`src/rtl/riscv_dbg_pkg.sv`:
```
// Shared debug types for the simulation watchdog: error causes and FSM states.
package riscv_dbg_pkg;

  typedef enum logic [2:0] {
    NONE     = 3'd0,
    ILLEGAL  = 3'd1,
    MISALIGN = 3'd2,
    STALL    = 3'd3,
    TIMEOUT  = 3'd4
  } err_code_t;

  typedef enum logic [1:0] {
    IDLE   = 2'd0,
    RUN    = 2'd1,
    HALTED = 2'd2,
    ERROR  = 2'd3
  } wd_state_t;

endpackage

```
`src/rtl/wd_sat_counter.sv`:
```
// Saturating up-counter with synchronous clear; at_limit flags the saturated value.
module wd_sat_counter #(
  parameter int WIDTH = 7,
  parameter int LIMIT = 64
) (
  input  logic clk,
  input  logic rst,
  input  logic clear,
  input  logic enable,
  output logic at_limit
);

  localparam logic [WIDTH-1:0] LIM = WIDTH'(LIMIT);

  logic [WIDTH-1:0] count;

  assign at_limit = (count == LIM);

  always_ff @(posedge clk) begin
    if (rst || clear) begin
      count <= '0;
    end else if (enable && !at_limit) begin
      count <= count + WIDTH'(1);
    end
  end

endmodule

```
`src/rtl/sim_watchdog.sv`:
```
// Simulation watchdog: tracks retirement progress and latches the first error cause
// (illegal, misaligned PC, stall, timeout) or a clean halt.
module sim_watchdog
  import riscv_dbg_pkg::*;
#(
  parameter int TIMEOUT_CYCLES = 1000,
  parameter int STALL_LIMIT    = 64,
  parameter int XLEN           = 32
) (
  input  logic            clk,
  input  logic            rst,
  input  logic            retire,
  input  logic [XLEN-1:0] retire_pc,
  input  logic            illegal,
  input  logic            halt,
  output logic            err,
  output logic [2:0]      err_code,
  output logic [XLEN-1:0] err_pc,
  output logic            done,
  output logic [XLEN-1:0] cycle_cnt,
  output logic [XLEN-1:0] retire_cnt
);

  localparam int              STALL_W      = $clog2(STALL_LIMIT + 1);
  localparam logic [XLEN-1:0] TIMEOUT_LAST = XLEN'(TIMEOUT_CYCLES - 1);

  wd_state_t state;
  err_code_t code_q;
  err_code_t detect;
  logic      stall_at_limit;
  logic      running;

  assign running  = (state == RUN);
  assign err      = (state == ERROR);
  assign done     = (state == HALTED);
  assign err_code = code_q;

  // Stall counter only advances while running, so it freezes in the terminal states.
  wd_sat_counter #(
    .WIDTH(STALL_W),
    .LIMIT(STALL_LIMIT)
  ) u_stall (
    .clk     (clk),
    .rst     (rst),
    .clear   (running && retire),
    .enable  (running),
    .at_limit(stall_at_limit)
  );

  always_comb begin
    detect = NONE;
    if (illegal) begin
      detect = ILLEGAL;
    end else if (retire && (retire_pc[1:0] != 2'b00)) begin
      detect = MISALIGN;
    end else if (stall_at_limit) begin
      detect = STALL;
    end else if (cycle_cnt == TIMEOUT_LAST) begin
      detect = TIMEOUT;
    end
  end

  // The cycle that raises an error or halt is still a RUN cycle and is counted.
  always_ff @(posedge clk) begin
    if (rst) begin
      state      <= IDLE;
      code_q     <= NONE;
      err_pc     <= '0;
      cycle_cnt  <= '0;
      retire_cnt <= '0;
    end else begin
      case (state)
        IDLE: state <= RUN;
        RUN: begin
          cycle_cnt <= cycle_cnt + XLEN'(1);
          if (retire) begin
            retire_cnt <= retire_cnt + XLEN'(1);
            err_pc     <= retire_pc;
          end
          if (detect != NONE) begin
            state  <= ERROR;
            code_q <= detect;
          end else if (halt) begin
            state <= HALTED;
          end
        end
        default: ;
      endcase
    end
  end

endmodule

```
`config.mk`:
```
export PLATFORM = sky130hd
export DESIGN_NAME = sim_watchdog
export DESIGN_NICKNAME = d
export VERILOG_FILES = /design/src/rtl/riscv_dbg_pkg.sv /design/src/rtl/wd_sat_counter.sv /design/src/rtl/sim_watchdog.sv
export SDC_FILE = /design/constraint.sdc
export NUM_CORES = 1
export LEC_CHECK = 0
export ABC_AREA = 1
export CAP_MARGIN = 20
export CORE_MARGIN = 5
export CORE_UTILIZATION = 30
export DETAILED_ROUTE_END_ITERATION = 8
export PLACE_DENSITY = 0.58
export SETUP_SLACK_MARGIN = 0.5
export SYNTH_ARGS = -nofsm -noshare
export SYNTH_HDL_FRONTEND = slang
export SYNTH_SLANG_ARGS = --single-unit
```
`constraint.sdc`:
```
create_clock -name clk -period 2.25 [get_ports clk]
set_input_delay 0.45 -clock clk [delete_from_list [all_inputs] [get_ports clk]]
set_output_delay 0.45 -clock clk [all_outputs]
set_load 0.03 [all_outputs]
```
* Word level (Yosys, flattened, before mapping)
Index checks and enable logic that the tools add are counted.
** Cells by class
- $add $sub $neg :: 3
- Eq/ne operators :: 6
- Muxes and demuxes :: 7
- Reductions and logical operators :: 12
** Operator list (number)
- adder 32 x 1 -> 32 bit, second input constant :: 2
- == test 32 x 10 -> 1 bit, second input constant :: 1
- two-way mux 3 bit :: 4
- adder 7 x 1 -> 7 bit, second input constant :: 1
- == test 7 bit, second input constant :: 1
- AND reduction 2 bit :: 3
- == test 2 bit, second input constant :: 2
- two-way mux 2 bit :: 2
- case mux 2 bit (2 select lines) :: 1
- nonzero test 2 bit :: 2
- logical AND 1 bit :: 3
- != test 3 x 2 -> 1 bit, second input constant :: 1
- nonzero test 3 bit :: 1
- == test 2 x 1 -> 1 bit, second input constant :: 1
- logical NOT 2 bit :: 1
- logical NOT 1 bit :: 1
- logical OR 1 bit :: 1
** Word-level totals
- Flip-flop bits (word level) :: 108
- Input bits :: 37
- Output and inout bits :: 101
- Word-level logic and storage cells :: 34

* Logic depth before layout (Yosys ltp)
Gate-level depths: netlist (run 1).
- Word-level depth :: 8
- Gate-level depth with buffers :: 11
- Gate-level depth less buffers :: 11

* By module
From an unflattened synthesis (run 1), not the netlist that was laid out.
** Second synthesis, totals
- Cell total of the unflattened synthesis :: 816
- Area total of the unflattened synthesis :: 5388.9 um^2
** Modules (own cells, without submodules)
- sim_watchdog :: instances 1, cells each 757, area each 4962.3 um^2, sequential area each 2021.9 um^2
- wd_sat_counter :: instances 1, cells each 59, area each 426.7 um^2, sequential area each 140.1 um^2

* Worst setup path before layout (run 1)
OpenSTA, ideal clock, no wires.
- Path kind :: reg2reg
- Start :: reg cycle_cnt[0]
- End :: reg cycle_cnt[22]
- Setup time :: 0.128 ns
- Arrival time :: 1.699 ns
- Required time :: 2.122 ns
- Path slack :: 0.423 ns
- Stages on the path, launching flop included :: 10
- Buffers on the path :: 0
- Period minus slack after synthesis :: 1.827 ns
- Path through :: dfxtp_1 > ha_1 > nand3_1 > nor2_2 > nand2_1 > nor2_4 > nand3_2 > nor2_1 > xor2_1 > nor2_1
** On the way
- Longest elaborated chain between the ends :: 1
** RTL lines
- from (decl) :: line sim_watchdog.sv:20 : output logic [XLEN-1:0] cycle_cnt,
- from (signal assigned) :: line sim_watchdog.sv:75 : cycle_cnt <= cycle_cnt + XLEN'(1);
- adder 32 x 1 -> 32 bit :: line sim_watchdog.sv:75
No other way between the ends.
A chain may end at the register's enable or synchronous reset.

* Final worst setup path (run 1)
- Start :: reg cycle_cnt[2]
- End :: out cycle_cnt[2]
No word-level cell between the ends.

==> impl_metrics.ini, run 1 <==
[global_routing]
grt_max_degree = 41
antenna_found_initial = 0
grt_usage_pct = 15.9
overflow = 0
grt_pass1_vias = 5157
grt_pass1_wl_mm = 26.5

[cts]
htreeDepth = 3
clkTransAtPathRegs_ps = 70
root_buffer = clkbuf_16
clock_latency_ps = 360
clkSinkCount = 108
cts_tree = built
clk_path_buf_depth = 2
cts-buffers-inserted = 9

[floorplan]
initial_core_util_pct = 30.3
design.core.area_sq_mm = 0.0179
pin_count = 138
die_w_um = 144
die-area_sq_mm = 0.0209
rows = 49
die_h_um = 144

[timing]
min_period_over_period_pct = 75.8
setup_tns_ps = 0
min_period_ps = 1710
slew_headroom_pct = 63.3
setup_slack_ps = 544
hold_viol = 0
tightest_slew_ps = 545
slew_violations = 0
fin_skew_ps = 12.6
holdWs_ps = 466
setup-violations-final = 0
max_freq_mhz = 586
rsz0062_at_grt = true

[worst_setup_path]
startpoint_type = register
path_cells = buf_4 -> dlygate4sd2_1
slowest_delay_ps = 400
cp_max_fo = 4
critPathArrivalTime_ps = 1260
crit_slowest_cell = dlygate4sd2_1
crit_type = register to output pin
required_ps = 1800
crit_buf_inv = 2
r2r_slack_ps = 620
path_delay_family = buffers and inverters
critPathCaptureType = output pin

[detailed_routing]
dr_total_vias = 5585
viasPerCell = 4.65
totalWireLength_mm = 16.7
route.detailed.drc = 0
drtPass1Iterations = 4
post_drt_wl_per_cell_um = 13.9
ant_nets = 0
drt-initial-drc-count = 387

[power]
p_per_area_mw_per_mm2 = 584
peakVddDrop_v = 0.000343
p_total_w = 0.00434
p_leak_nw = 3.24

[place]
dp_slack_ps = 197
io_buffers = 137
gp_congestion = 0.905
hpwl_mm = 12.2

[layout]
nFillCells = 1932
fin_nets = 1008
final_util_pct = 41.5
num_antenna_cells = 0
syn2layout_area_growth_pct = 37.0
drive_gt1_share_pct = 9.26

[run_status]
status = completed

[flow_run]
cap_violations = 0

[synth]
synth-async-reset-ratio_pct = 0
synth_edf_count = 0
ys_warn_count = 0
yosys-top-cells-area = dfxtp_1, nand2_1, nor2_1
syn_area_per_cell_sq_um = 6.55
yosysSeqAreaShare_pct = 39.9
syn-num-nets = 869
yosys.area.top_type = dfxtp_1
synth_ff_type = dfxtp_1
synthesis.area_sq_mm = 0.00543
yosysTopAreaCellShare_pct = 39.9
synth_cell_types = 34
synth_seq_cells = 108
synthCells = 828

[min_path]
min_path_type = register to register
[flip-flops by register name, indices dropped and copies added, names as in the netlist]
| name | cells |
|---|---|
| err_pc | 32 |
| retire_cnt | 32 |
| state | 2 |
| cycle_cnt | 32 |
| err_code | 3 |
| u_stall.count | 7 |
[layout make-up]
class                           instances  area [sq um]  share of cell area [%]
Multi-Input combinational cell        605          2940                    39.5
Tap cell                              229           287                    3.86
Timing Repair Buffer                  150          1350                    18.1
Clock buffer                           10           239                    3.22
Clock inverter                          6          95.1                    1.28
Sequential cell                       108          2180                    29.4
Inverter                               93           349                    4.70
[report_power, final]
part           switching, W  total [W]  internal (W)
Clock              0.000787    0.00180       0.00102
Sequential        0.0000474    0.00202       0.00198
Combinational      0.000328   0.000514      0.000187
[worst paths after layout]
check / start / to / depth (start not counted)
worst max-delay path: cycle_cnt[2] / cycle_cnt[2] / 2
worst min-delay path: err_code[0] / err_code[0] / 2
worst max register to register: cycle_cnt[0] / err_code[1] / 10
worst min register to register: err_code[0] / err_code[0] / 2
[timing repair]
| item | 4_1_cts | 5_1_grt |
|---|---|---|
| setup endpoints to repair | 112 | 41 |
| setup buffers | 3 | 2 |
| hold endpoints to repair | 0 | 0 |
| pin swaps | 2 | 5 |
| resized for setup | 111 | 36 |
| hold buffers | 0 | 0 |
[through the flow]
step	std cells	area, sq um
after floorplan	828	5430
after global placement	1180	7070
after detailed placement	1180	7070
after CTS	1199	7330
after global routing	1201	7430
final	1201	7430
[worst reg2reg max path, delay by kind of cell, from the launching register on]
family,cells,cell delay (ps)
adder cells (fa/ha/maj),1,160
AO/OA/AOI/OAI,1,60
flip-flops,1,400
AND/OR/NAND/NOR,8,870
[Yosys cell counts (all sizes together), types with 2 or more instances]
cell    count
nand2     204
nand3      39
nor4        5
buf         8
nor3b       6
a211oi      2
a21oi      46
dfxtp     108
o21ai      60
nand4       8
nor2      175
ha          4
xnor2       2
nand3b      3
xor2       10
nor3       35
clkbuf     14
and3        2
inv        93
[cell families (layout without fill, tap and decap cells)]
logic type | count (synthesis) | in the layout | synth area share, %
flip-flops | 108 | 108 | 39.9
AND/OR/NAND/NOR | 478 | 478 | 38.8
XOR/XNOR | 12 | 12 | 1.94
buffers and inverters | 115 | 259 | 8.03
adder cells (fa/ha/maj) | 4 | 4 | 0.923
AO/OA/AOI/OAI | 111 | 111 | 10.5
[cells in the final DEF (no fill, tap or decap), types with 13 or more instances in the layout]
| master | netlist | routed |
|---|---|---|
| a21oi_1 | 46 | 46 |
| clkdlybuf4s50_1 | 0 | 34 |
| dfxtp_1 | 108 | 94 |
| dfxtp_2 | 0 | 13 |
| dlygate4sd2_1 | 0 | 95 |
| inv_1 | 91 | 89 |
| nand2_1 | 201 | 198 |
| nand3_1 | 35 | 31 |
| nor2_1 | 165 | 161 |
| nor3_1 | 34 | 30 |
| o21ai_0 | 56 | 56 |
[per-layer routing]
layer | share of wire (%) | global-route usage, % | routed length (um)
met5 | 0 | 0 | 0
met4 | 0.62 | 2.95 | 104
met3 | 9.1 | 6.71 | 1510
met2 | 46 | 26.1 | 7650
met1 | 44 | 19.7 | 7400
No activity file was read; power rests on OpenSTA's default activity.
==> inputs of run 2 (changes only) <==
--- a/config.mk
+++ b/config.mk
@@ -10,7 +10,7 @@
 export CORE_MARGIN = 5
 export CORE_UTILIZATION = 30
 export DETAILED_ROUTE_END_ITERATION = 8
-export PLACE_DENSITY = 0.58
+export PLACE_DENSITY = 0.6
 export SETUP_SLACK_MARGIN = 0.5
 export SYNTH_ARGS = -nofsm -noshare
 export SYNTH_HDL_FRONTEND = slang
==> constraint.sdc (replaced) <==
create_clock -name clk -period 1.4 [get_ports clk]
set_input_delay 0.28 -clock clk [delete_from_list [all_inputs] [get_ports clk]]
set_output_delay 0.28 -clock clk [all_outputs]
set_load 0.03 [all_outputs]
==> impl_metrics.ini, run 2 (synthesis gave the netlist of run 1 again) <==
[run_status]
status = finished, violations left
violations = setup timing

[timing]
tightest_slew_ps = 547
hold_viol = 0
setup-violations-final = 31
min_period_over_period_pct = 106
max_freq_mhz = 671
setup_slack_ps = -90.3
slew_violations = 0
rsz0062_at_grt = true
setup_tns_ps = -1200
slew_headroom_pct = 63.2
min_period_ps = 1490
fin_skew_ps = 14.5

[cts]
clkTransAtPathRegs_ps = 90
clock_latency_ps = 360
root_buffer = clkbuf_16
htreeDepth = 3
cts-buffers-inserted = 9
clkSinkCount = 108
clk_path_buf_depth = 2
cts_tree = built

[layout]
final_cell_area_sq_mm = 0.0112
syn2layout_area_growth_pct = 107
final_cell_mix = buf_6, nand2_1, buf_4
final_common_cell = buf_6
fin_nets = 1173
num_antenna_cells = 0
final_util_pct = 62.8
drive_gt1_share_pct = 63.1
top_regs = cycle_cnt (32), err_pc (32), retire_cnt (32)

[power]
share_comb_of_total_power_pct = 21.0
p_int_w = 0.00533
p_leak_nw = 4.77
peakVddDrop_v = 0.000924
p_clk_share_pct = 37.0
p_seq_share_pct = 41.9
p_per_area_mw_per_mm2 = 677
switching_share_pct = 29.9
p_sw_w = 0.00228

[worst_setup_path]
critPathMostFrequentCell = nor2_4
crit_slowest_cell = dfxtp_4
required_ps = 1650
slowest_delay_ps = 390
path_cells = nand2_1 -> nor2_4 -> inv_1 -> nor2_4 -> nand3_4 -> buf_4 -> nor3_2 -> nor3b_2
startpoint_type = register
critPathCaptureType = register
crit_type = register to register
critPathArrivalTime_ps = 1740
cp_max_fo = 5

[detailed_routing]
dr_total_vias = 6496
drt-initial-drc-count = 231
route.detailed.drc = 0
ant_nets = 0
wl_met3_mm = 1.27
drt-met1-wl_mm = 8.61
wl_met2_mm = 10.7
drtPass1Iterations = 4
totalWireLength_mm = 20.8
viasPerCell = 4.76
post_drt_wl_per_cell_um = 15.2
highest_layer = met4

[floorplan]
rows = 49
design.core.area_sq_mm = 0.0179
die_w_um = 144
pin_count = 138
die-area_sq_mm = 0.0209
die_h_um = 144
initial_core_util_pct = 30.3

[global_routing]
grt_pass1_vias = 6179
overflow = 0
grt_pass1_wl_mm = 30.3
grt_usage_pct = 18.1
antenna_found_initial = 0
grt_max_degree = 41

[flow_run]
cap_violations = 0

[place]
gp_congestion = 0.878
dpl_cell_area_sq_mm = 0.00841
hpwl_mm = 13.2
dp_slack_ps = -342
io_buffers = 137

[min_path]
min_path_type = primary input to register
==> run 2: cell types whose count changed in the layout (fill, tap and decap cells not counted), moves of 53 or more <==
| cell | previous run | this run |
|---|---|---|
| buf_4 | 12 | 87 |
| buf_6 | 0 | 162 |
| dfxtp_1 | 94 | 4 |
| dfxtp_4 | 1 | 63 |
| dlygate4sd2_1 | 95 | 0 |
| nand2_1 | 198 | 136 |
| nor2_1 | 161 | 84 |
| o21ai_0 | 56 | 3 |
==> run 2: layout make-up <==
class / instances / area, sq um
multi-input cells: 605 / 4320
flip-flops and latches: 108 / 2450
clock buffers: 9 / 225
well taps: 229 / 287
repair buffers: 315 / 3490
inverters: 93 / 382
clock inverters: 7 / 95.1
fillers: 1498 / 6660
==> run 2: power by group through the flow <==
stage | Combinational, W | Sequential [W] | Clock (W)
final | 0.00160 | 0.00319 | 0.00282
after global routing | 0.00170 | 0.00320 | 0.00299
after CTS | 0.00126 | 0.00318 | 0.00288
after detailed placement | 0.00103 | 0.00323 | 0
after global placement | 0.00102 | 0.00322 | 0
after floorplan | 0.000403 | 0.00341 | 0
==> run 2: timing repair <==
item / CTS / global route
pin swaps: 78 / 98
hold buffers: 0 / 0
resized for setup: 770 / 270
setup endpoints to repair: 209 / 209
setup buffers: 49 / 38
gates cloned: 5 / 6
==> run 2: worst paths after layout <==
path / from / to / slack [ps] / cells past startpoint
worst max-delay path: cycle_cnt[7] / cycle_cnt[26] / -90 / 8
worst max register to register: cycle_cnt[7] / cycle_cnt[26] / -90 / 8
worst min-delay path: rst / err_pc[4] / 350 / 4
worst min register to register: u_stall.count[5] / u_stall.count[5] / 490 / 2
==> run 2: critical path, delay by kind of cell (launching register included) <==
family | cells | cell delay [ps]
and+or+nand+nor | 6 | 760
buffers and inverters | 2 | 260
DFF | 1 | 390
==> run 2: routing by layer <==
metal	GRT usage, %	vias up
li1	-	3278
met5	0	-
met1	22.1	3065
met2	31.2	136
met4	3.88	0
met3	5.65	17
==> run 2: per-stage QoR <==
step / std cells / power, W / hold slack, ps
floorplan: 828 / 0.00381 / 415
global placement: 1252 / 0.00425 / 461
detailed placement: 1252 / 0.00426 / 474
CTS: 1322 / 0.00732 / 309
global route: 1366 / 0.00789 / 379
finish: 1366 / 0.00761 / 349
==> inputs of run 3 (changes only) <==
--- a/config.mk
+++ b/config.mk
@@ -10,7 +10,8 @@
 export CORE_MARGIN = 5
 export CORE_UTILIZATION = 30
 export DETAILED_ROUTE_END_ITERATION = 8
-export PLACE_DENSITY = 0.6
+export DONT_BUFFER_PORTS = 1
+export PLACE_DENSITY = 0.5
 export SETUP_SLACK_MARGIN = 0.5
 export SYNTH_ARGS = -nofsm -noshare
 export SYNTH_HDL_FRONTEND = slang
==> impl_metrics.ini, run 3 (synthesis gave the netlist of run 1 again) <==
[worst_setup_path]
r2r_slack_ps = -90
critPathCaptureType = register
rr_worst_depth = 9
crit_type = register to register
required_ps = 1650
crit_slowest_cell = dfxtp_4
cp_max_fo = 4
path_cells = ha_4 -> nand3_4 -> nor2_4 -> nand2_2 -> nor2_4 -> nand3_4 -> nor2_2 -> xor2_1 -> nor2_1
slowest_delay_ps = 380
cp-endpoint = cycle_cnt[22]
reg2reg_to = cycle_cnt[22]
startpoint_type = register
r2r_start = cycle_cnt[1]
critPathArrivalTime_ps = 1740
startpoint = cycle_cnt[1]

[cts]
htreeDepth = 3
clkSinkCount = 108
root_buffer = clkbuf_16
clkTransAtPathRegs_ps = 80
clk_path_buf_depth = 2
cts-buffers-inserted = 9
clock_latency_ps = 360
cts_tree = built

[global_routing]
grt_pass1_vias = 5559
overflow = 0
grt_pass1_wl_mm = 28.3
antenna_found_initial = 0
grt_usage_pct = 17.0
grt_max_degree = 42

[power]
p_leak_nw = 4.20
p_seq_share_pct = 48.7
p_per_area_mw_per_mm2 = 688
share_comb_of_total_power_pct = 13.4
p_clk_share_pct = 38.0
switching_share_pct = 28.7
p_sw_w = 0.00196
peakVddDrop_v = 0.000552
p_int_w = 0.00488

[floorplan]
rows = 49
design.core.area_sq_mm = 0.0179
die-area_sq_mm = 0.0209
pin_count = 138
die_h_um = 144
die_w_um = 144
initial_core_util_pct = 30.3

[timing]
slew_headroom_pct = 66.5
setup-violations-final = 20
rsz0062_at_grt = true
hold_viol = 17
holdWs_ps = -21.7
fin_skew_ps = 10.0
setup_tns_ps = -579
min_period_ps = 1490
tightest_slew_ps = 498
min_period_over_period_pct = 106
setup_slack_ps = -86.7
slew_violations = 0
max_freq_mhz = 673

[min_path]
min_path_type = primary input to register

[place]
io_buffers = 0
hpwl_mm = 12.8
dp.cells = 1177
dpl_cell_area_sq_mm = 0.00743
gp_congestion = 0.842

[run_status]
violations = hold timing, setup timing
status = finished, violations left

[detailed_routing]
viasPerCell = 4.74
drtPass1Iterations = 4
drt-initial-drc-count = 169
totalWireLength_mm = 19.0
ant_nets = 0
dr_total_vias = 5963
post_drt_wl_per_cell_um = 15.1
route.detailed.drc = 0

[layout]
fin_nets = 1065
drive_gt1_share_pct = 60.3
final_cell_area_sq_mm = 0.00994
final_cell_mix = nand2_1, nor2_1, buf_6
final_common_cell = nand2_1
num_antenna_cells = 0
stdcell_count = 1258
top_regs = cycle_cnt (32), err_pc (32), retire_cnt (32)
final_util_pct = 55.5
syn2layout_area_growth_pct = 83.2

[flow_run]
cap_violations = 0
[run 3: changes by cell type in the layout (fill, tap and decap cells not counted), moves of 7 or more]
cell / change
buf_12: -11
buf_4: -7
buf_6: -66
buf_8: +17
clkdlybuf4s50_1: -35
dfxtp_2: -31
dfxtp_4: +31
nor2_1: +26
nor2_2: -16
nor2_4: -10
[run 3: how the worst min path moves through the flow]
stage | startpoint | end | slack [ps] | depth (start not counted)
after floorplan | retire_pc[10] | err_pc[10] | 410 | 2
after global placement | rst | retire_cnt[26] | 360 | 1
after detailed placement | rst | retire_cnt[26] | 360 | 1
after CTS | rst | retire_cnt[26] | -30 | 1
after global routing | rst | retire_cnt[30] | -40 | 1
final | rst | retire_cnt[26] | -20 | 1
[run 3: repair_timing]
action,CTS,global route
endpoints found under the hold margin,35,37
endpoints found under the setup margin,209,209
gates cloned,0,8
buffers inserted,25,32
pin swaps,53,90
resized for setup,249,253
[run 3: final cells by class]
cell class | count | area [sq um]
multi-input combinational | 605 | 4200
timing repair buffer | 207 | 2240
fill | 1683 | 7960
inverter | 93 | 394
clock inverter | 4 | 26.3
clock buffer | 12 | 268
sequential | 108 | 2530
tap | 229 | 287
[run 3: power groups by stage]
| stage | clock network [W] | logic [W] | registers (W) |
|---|---|---|---|
| global route | 0.00281 | 0.000994 | 0.00335 |
| floorplan | 0 | 0.000403 | 0.00341 |
| finish | 0.00260 | 0.000915 | 0.00333 |
| global placement | 0 | 0.000571 | 0.00340 |
| detailed placement | 0 | 0.000576 | 0.00339 |
| CTS | 0.00270 | 0.000606 | 0.00332 |
[run 3: routing by layer]
metal	up-vias	share of wire, %	global-route usage [%]
met2	116	48	26.7
met4	0	1.6	5.69
met1	2777	44	22.2
li1	3050	-	-
met5	-	0	0
met3	20	6.8	4.99
[run 3: critical path, delay by kind of cell (launching register included)]
family        cells  cell delay, ps
xor+xnor          1             140
simple gates      7             690
flops             1             380
fa+ha+maj         1             160
[run 3: metrics by stage]
| stage | hold slack, ps | power [W] | setup slack [ps] |
|---|---|---|---|
| 2_1_floorplan | 415 | 0.00381 | -154 |
| 3_3_place_gp | 363 | 0.00397 | -110 |
| 3_5_place_dp | 361 | 0.00397 | -125 |
| 4_1_cts | -26.6 | 0.00662 | -39.3 |
| 5_1_grt | -41.3 | 0.00716 | -176 |
| 6_report | -21.7 | 0.00684 | -86.7 |
